==> src/rtl/sweep_ctrl.sv <==
// Sequencer for an external up/down counter: loads lo, then sweeps
// between lo and hi a programmed number of times (0 = until stop).
module sweep_ctrl #(
    parameter int WIDTH = 10
) (
    input  logic             clk5m,
    input  logic             rst,
    input  logic             start,
    input  logic             stop,
    input  logic [WIDTH-1:0] lo,
    input  logic [WIDTH-1:0] hi,
    input  logic [3:0]       sweeps,
    input  logic [WIDTH-1:0] cnt,
    output logic             load,
    output logic             en,
    output logic             updn,
    output logic [WIDTH-1:0] data_in,
    output logic             busy,
    output logic             done,
    output logic             err
);

    typedef enum logic [2:0] {
        S_IDLE,
        S_LOAD,
        S_UP,
        S_DOWN,
        S_DONE
    } state_t;

    localparam logic [WIDTH-1:0] ONE = WIDTH'(1);

    state_t           r_state;
    state_t           w_next;
    logic [WIDTH-1:0] r_lo;
    logic [WIDTH-1:0] r_hi;
    logic [3:0]       r_sweeps;
    logic [3:0]       r_swcnt;
    logic             r_err;

    logic             w_go;
    logic             w_reject;
    logic             w_accept;
    logic             w_top;
    logic             w_bot;
    logic [3:0]       w_swinc;
    logic             w_last;

    assign w_go     = (r_state == S_IDLE) && start && !stop;
    assign w_reject = w_go && (lo >= hi);
    assign w_accept = w_go && (lo < hi);

    // Turn one step early: the counter lands on the bound this same edge.
    assign w_top    = (cnt == r_hi - ONE);
    assign w_bot    = (cnt == r_lo + ONE);
    assign w_swinc  = r_swcnt + 4'd1;
    assign w_last   = (r_sweeps != 4'd0) && (w_swinc == r_sweeps);

    always_comb begin
        w_next = r_state;
        unique case (r_state)
            S_IDLE: begin
                if (w_accept) w_next = S_LOAD;
            end
            S_LOAD: begin
                w_next = stop ? S_IDLE : S_UP;
            end
            S_UP: begin
                if (stop)       w_next = S_IDLE;
                else if (w_top) w_next = S_DOWN;
            end
            S_DOWN: begin
                if (stop)       w_next = S_IDLE;
                else if (w_bot) w_next = w_last ? S_DONE : S_UP;
            end
            S_DONE: begin
                w_next = S_IDLE;
            end
            default: begin
                w_next = S_IDLE;
            end
        endcase
    end

    always_ff @(posedge clk5m or posedge rst) begin
        if (rst) begin
            r_state  <= S_IDLE;
            r_lo     <= '0;
            r_hi     <= '0;
            r_sweeps <= '0;
            r_swcnt  <= '0;
            r_err    <= 1'b0;
        end else begin
            r_state <= w_next;
            r_err   <= w_reject;
            if (w_accept) begin
                r_lo     <= lo;
                r_hi     <= hi;
                r_sweeps <= sweeps;
                r_swcnt  <= '0;
            end else if (r_state == S_DOWN && !stop && w_bot) begin
                r_swcnt <= w_swinc;
            end
        end
    end

    assign load    = (r_state == S_LOAD);
    assign en      = (r_state == S_UP) || (r_state == S_DOWN);
    assign updn    = (r_state == S_DOWN);
    assign busy    = load || en;
    assign done    = (r_state == S_DONE);
    assign err     = r_err;
    assign data_in = r_lo;

endmodule

==> config.mk <==
export PLATFORM = sky130hd
export DESIGN_NAME = sweep_ctrl
export DESIGN_NICKNAME = d
export VERILOG_FILES = /design/src/rtl/sweep_ctrl.sv
export SDC_FILE = /design/constraint.sdc
export NUM_CORES = 1
export LEC_CHECK = 0
export CAP_MARGIN = 20
export CORE_MARGIN = 1
export CORE_UTILIZATION = 52
export DETAILED_ROUTE_END_ITERATION = 12
export GPL_ROUTABILITY_DRIVEN = 0
export PLACE_DENSITY = 0.83
export SYNTH_ARGS = -nofsm -noshare
export SYNTH_HDL_FRONTEND = slang
export SYNTH_SLANG_ARGS = --single-unit
==> constraint.sdc <==
create_clock -name clk5m -period 4.55 [get_ports clk5m]
set_clock_uncertainty 0.15 [all_clocks]
set_input_delay 0.91 -clock clk5m [delete_from_list [all_inputs] [get_ports clk5m]]
set_output_delay 0.91 -clock clk5m [all_outputs]
set_load 0.01 [all_outputs]
== Yosys cells after proc, flatten, opt, wreduce, memory -nomap -nowiden ==
Cells that the tools add are included.

* Add/subtract/negate cells: 3
* $lt $le $gt $ge: 2
* Equality and inequality tests: 10
* Muxes and demuxes: 10
* Reductions and logical operators: 14

{| class="wikitable"
|+ Operators with widths
! cell !! number
|-
| equality test 10 bit || 2
|-
| two-way mux 3 bit || 6
|-
| one-hot mux 3 bit (4 select lines) || 1
|-
| adder 10 x 1 -> 10 bit, second input constant || 1
|-
| greater-or-equal comparator 10 bit || 1
|-
| less-than comparator 10 bit || 1
|-
| subtractor 10 x 1 -> 10 bit, second input constant || 1
|-
| two-way mux 4 bit || 2
|-
| logical AND 1 bit || 7
|-
| equality test 3 x 2 -> 1 bit, second input constant || 2
|-
| adder 4 x 1 -> 4 bit, second input constant || 1
|-
| equality test 4 bit || 1
|-
| nonzero test 4 bit || 1
|-
| equality test 3 x 1 -> 1 bit, second input constant || 1
|-
| equality test 3 bit, second input constant || 1
|-
| logical NOT 3 bit || 1
|-
| != test 3 x 2 -> 1 bit, second input constant || 1
|-
| != test 3 bit, second input constant || 1
|-
| AND reduction 3 bit || 1
|-
| logical OR 1 bit || 2
|-
| two-way mux 2 bit || 1
|-
| != test 2 bit, second input constant || 1
|-
| nonzero test 2 bit || 1
|-
| logical NOT 1 bit || 1
|}

* Register bits: 32
* Input port bits: 38
* Output and inout bits: 16
* Word-level logic and storage cells: 45

== Logic depth before layout (Yosys ltp) ==
* Word-level depth: 7
* Gate-level depth with buffers: 10
* Gate-level depth less buffers: 9

== Least setup slack after synthesis ==
Ideal clock, no wire load.

* Path type: input-to-reg
* From: input port hi[4]
* To: register r_state[1]
* Setup time: 0.128 ns
* Arrival: 2.649 ns
* Required time: 4.272 ns
* Setup slack: 1.624 ns
* Stages on the path: 9
* Buffers on the path: 0
* Path through: inv_1 -> ha_1 -> and3_1 -> a221oi_1 -> o2111a_1 -> nand2b_1 -> and2_1 -> a211oi_2 -> mux2_1

* Word-level cells in the longest chain between the ends: 4

{| class="wikitable"
|+ Ends and longest elaborated chain
! what !! RTL line !! RTL
|-
| start, declared || 11 || <nowiki>input logic [WIDTH-1:0] hi,</nowiki>
|-
| less-than comparator 10 bit || 51 || <nowiki>assign w_accept = w_go && (lo < hi);</nowiki>
|-
| logical AND 1 bit || 51 ||
|-
| != test 2 bit (no line) || - ||
|-
| AND reduction 3 bit (no line) || - ||
|-
| end signal, assigned || 94 || <nowiki>r_state <= w_next;</nowiki>
|-
| end, declared || 33 || <nowiki>state_t r_state;</nowiki>
|}

Every way passes these cells.
A chain may end at the register's enable or synchronous reset.

== Worst setup path in the final report ==
Same ends and word-level chain as after synthesis.

==> results.py <==
metrics = {
    "logic_synthesis": {
        "synth-edff-count": 0,
        "synth_top_family_by_area": "simple AND/OR/NAND/NOR gates",
        "synth_top_area_share_pct": 35.65,
        "synth.avg_cell_area_sq_um": 9.397,
        "post-synth-top-area-cell": "dfrtp_1",
        "async_flop_share_pct": 100.0,
        "synth_compound_area_share_pct": 10.36,
        "syn_inst": 239,
        "synth_xor_area_share_pct": 12.87,
        "synth_area_leaders": "dfrtp_1 (36%), xnor2_1 (8.2%), ha_1 (7.2%), xor2_1 (4.7%), mux2_2 (4.5%)",
        "synth-adder-area-share_pct": 7.242,
        "ys_seq_elements": 32,
        "synth_warnings": 0,
        "syn_nets": 290,
        "synth_mux_area_share_pct": 10.19,
        "synth_cell_types": 42,
        "post_synth_and_or_nand_nor_area_fraction_pct": 19.00,
        "synth_flop_cell": "dfrtp_1",
        "ys_seq_area_share_pct": 35.65,
        "syn_area_sq_mm": 0.002246,
    },
    "power_and_ir_drop": {
        "seqPwrFrac_pct": 37.4,
        "net-switching-power_w": 0.0006188,
        "ir_worst_vdd_mv": 0.3501,
        "swShare_pct": 39.80,
        "power.internal_w": 0.0009358,
        "p_comb_share_pct": 48.1,
        "clkPwrFrac_pct": 14.5,
        "leakage_nw": 1.273,
        "pwr_density_cell_mw_per_mm2": 532.8,
    },
    "route": {
        "wl_met1_microns": 2318,
        "wl_microns": 5048,
        "wl_met3_microns": 285,
        "drt_iter0_markers": 67,
        "first_pass_iters": 4,
        "route.met2.wl_microns": 2360,
        "dr.max_layer_used": "met4",
        "antenna_left": 0,
        "vias_per_cell": 5.641,
        "via_count": 1946,
        "post-route-drc-count": 0,
        "wl_per_cell_microns": 14.63,
    },
    "floorplanning": {
        "ioPinCount": 54,
        "initial_core_util_pct": 54.96,
        "die-area_sq_mm": 0.004586,
        "die_h_microns": 67.72,
        "coreArea_sq_mm": 0.004086,
        "die_w_microns": 67.72,
        "rows": 23,
    },
    "global_routing": {
        "antenna_found_initial": 0,
        "overflow": 0,
        "track_usage_pct": 24.77,
        "grt_pass1_vias": 1850,
        "grt_max_degree": 39,
        "grt_pass1_wl_microns": 8197,
    },
    "cts": {
        "clk_latency_ps": 290,
        "clk_pin_slew_ps": 60,
        "clkSinkCount": 32,
        "post_cts_buffers": 0,
        "cts_root_buf": "clkbuf_8",
        "cts_tree": "built",
        "cts_hold_buf": 0,
        "cts_resized": 0,
        "clockBufferDepth": 2,
        "ctsHtreeMaxLevel": 2,
        "cts_made_buffers": 5,
    },
    "placed_design": {
        "portBuffers": 53,
        "hpwl_microns": 3940,
        "postPlaceCellArea_sq_mm": 0.002828,
    },
    "run": {
        "max_cap_viol_count": 0,
    },
    "critical_path": {
        "setup.worst_path.start": "hi[4]",
        "cp-end-kind": "flip-flop",
        "critical_path_required_ps": 4580,
        "arrival_ps": 3280,
        "cp_max_fo": 3,
        "rr_startpoint": "r_hi[0]$_DFFE_PP0P_",
        "critical_path_class": "input port to flip-flop",
        "cp-start-kind": "input port",
    },
    "hold_path": {
        "hold_start": "r_sweeps[0]$_DFFE_PP0P_",
        "hold_path.class": "flip-flop to flip-flop",
    },
    "timing": {
        "fin_crit_ps": 3254,
        "timing.fmax_ghz": 0.3073,
        "setup_viol": 0,
        "hold_violations": 0,
        "rsz0062_at_grt": "false",
        "maxSlewViolCount": 0,
        "fin_tns_setup_ps": 0,
        "maxSlewHeadroom_pct": 69.94,
        "period_share_pct": 71.52,
        "tightest_slew_ps": 446.8,
    },
    "final_layout": {
        "fin_area_sq_mm": 0.002918,
        "layout-drive-gt1-share_pct": 6.780,
        "area_growth_pct": 29.92,
        "diodes": 0,
        "fin_nets": 345,
    },
    "run_status": {
        "run_status": "completed",
    },
}
==> metal layers <==
layer	global-route usage, %	up-vias
li1	-	953
met1	32.27	927
met2	39.48	59
met3	6.081	7
met4	9.043	0
met5	0	-
==> power by group through the flow <==
stage / clock network, W / logic (W) / registers, W
global route: 0.000239 / 0.000829 / 0.000603
finish: 0.000226 / 0.000748 / 0.000581
floorplan: 0 / 0.000512 / 0.000537
CTS: 0.000228 / 0.000754 / 0.000578
global placement: 0 / 0.000726 / 0.000573
detailed placement: 0 / 0.000748 / 0.000583
==> cells by family after synthesis <==
family,after synthesis
compound gates,32
xor+xnor,33
fa+ha+maj,13
buf+inv,28
flops,32
mux,21
simple gates,80
==> area by class of cell <==
cell class,instances,area (sq um)
clock buffers,8,90.09
repair buffers,55,545.5
flip-flops and latches,32,800.8
fillers,320,1169
multi-input cells,179,1340
inverters,21,78.83
well taps,50,62.56
==> Yosys cell counts, types with 2 or more instances <==
cell type   n
a211oi_1    2
a21o_1      2
a21oi_1     3
a2bb2oi_1   2
and2_1      3
and3_1      2
clkbuf_1    7
dfrtp_1    32
ha_1       13
inv_1      21
mux2_1      6
mux2_2      9
mux2i_1     6
nand2_1    23
nand2b_1    4
nand3_1     7
nand3b_1    2
nand4_1     4
nor2_1      9
nor3_1      7
nor3b_1     2
nor4_1      4
o21ai_0     2
o21ai_1    12
or3_1       4
or3b_1      2
or4_1       3
xnor2_1    21
xor2_1     12
==> layout by cell type, fill, tap and decap left out, types with 2 or more instances in the layout <==
cell / netlist / final
ha_1: 13 / 13
nor4_1: 4 / 4
dfrtp_1: 32 / 32
xnor2_1: 21 / 21
a211oi_1: 2 / 2
a21oi_1: 3 / 3
nand3b_1: 2 / 2
nand2_1: 23 / 23
or3_1: 4 / 4
clkbuf_1: 7 / 2
nor3_1: 7 / 7
mux2_2: 9 / 9
nand2b_1: 4 / 4
a21o_1: 2 / 2
o21ai_1: 12 / 12
a2bb2oi_1: 2 / 2
or4_1: 3 / 3
nand4_1: 4 / 4
or3b_1: 2 / 2
and2_1: 3 / 3
mux2i_1: 6 / 6
buf_4: 0 / 2
nand3_1: 7 / 7
and3_1: 2 / 2
clkdlybuf4s50_1: 0 / 53
clkbuf_8: 0 / 6
nor2_1: 9 / 9
mux2_1: 6 / 6
nor3b_1: 2 / 2
inv_1: 21 / 21
xor2_1: 12 / 12
o21ai_0: 2 / 2
==> through the flow <==
step / hold WS [ps] / total power [W] / setup WS (ps) / instances / utilization [%]
2_1_floorplan: 325.2 / 0.001049 / 1624 / 239 / -
3_3_place_gp: 346.5 / 0.001299 / 1033 / 337 / 69.20
3_5_place_dp: 366.7 / 0.001330 / 950.5 / 337 / 69.20
4_1_cts: 382.9 / 0.001560 / 1275 / 345 / 71.40
5_1_grt: 407.0 / 0.001671 / 1185 / 345 / 71.40
6_report: 383.3 / 0.001555 / 1296 / 345 / 71.40
==> path summary, 6_finish.rpt <==
| kind | endpoint | slack (ps) | cells past startpoint |
|---|---|---|---|
| max | r_state[1]$_DFFE_PP0P_ | 1300 | 10 |
| min | r_sweeps[0]$_DFFE_PP0P_ | 380 | 1 |
| max reg2reg | r_state[1]$_DFFE_PP0P_ | 1500 | 9 |
| min reg2reg | r_sweeps[0]$_DFFE_PP0P_ | 380 | 1 |
| max in group asynchronous | r_hi[4]$_DFFE_PP0P_ | 3120 | 3 |
| min in group asynchronous | r_state[2]$_DFFE_PP0P_ | 840 | 3 |
==> critical path, cell delays in order <==
cell             delay [ps]
clkdlybuf4s50_1         460
inv_1                    50
ha_1                    280
and3_1                  220
a221oi_1                320
o2111a_1                250
nand2b_1                 80
and2_1                  190
a211oi_2                200
mux2_1                  330
==> flip-flops by register name, summed over array words and instances (netlist names) <==
name and cells:
r_state 3, err 1, r_swcnt 4, r_sweeps 4, r_hi 10, data_in 10
(Power assumes the default switching activity.)
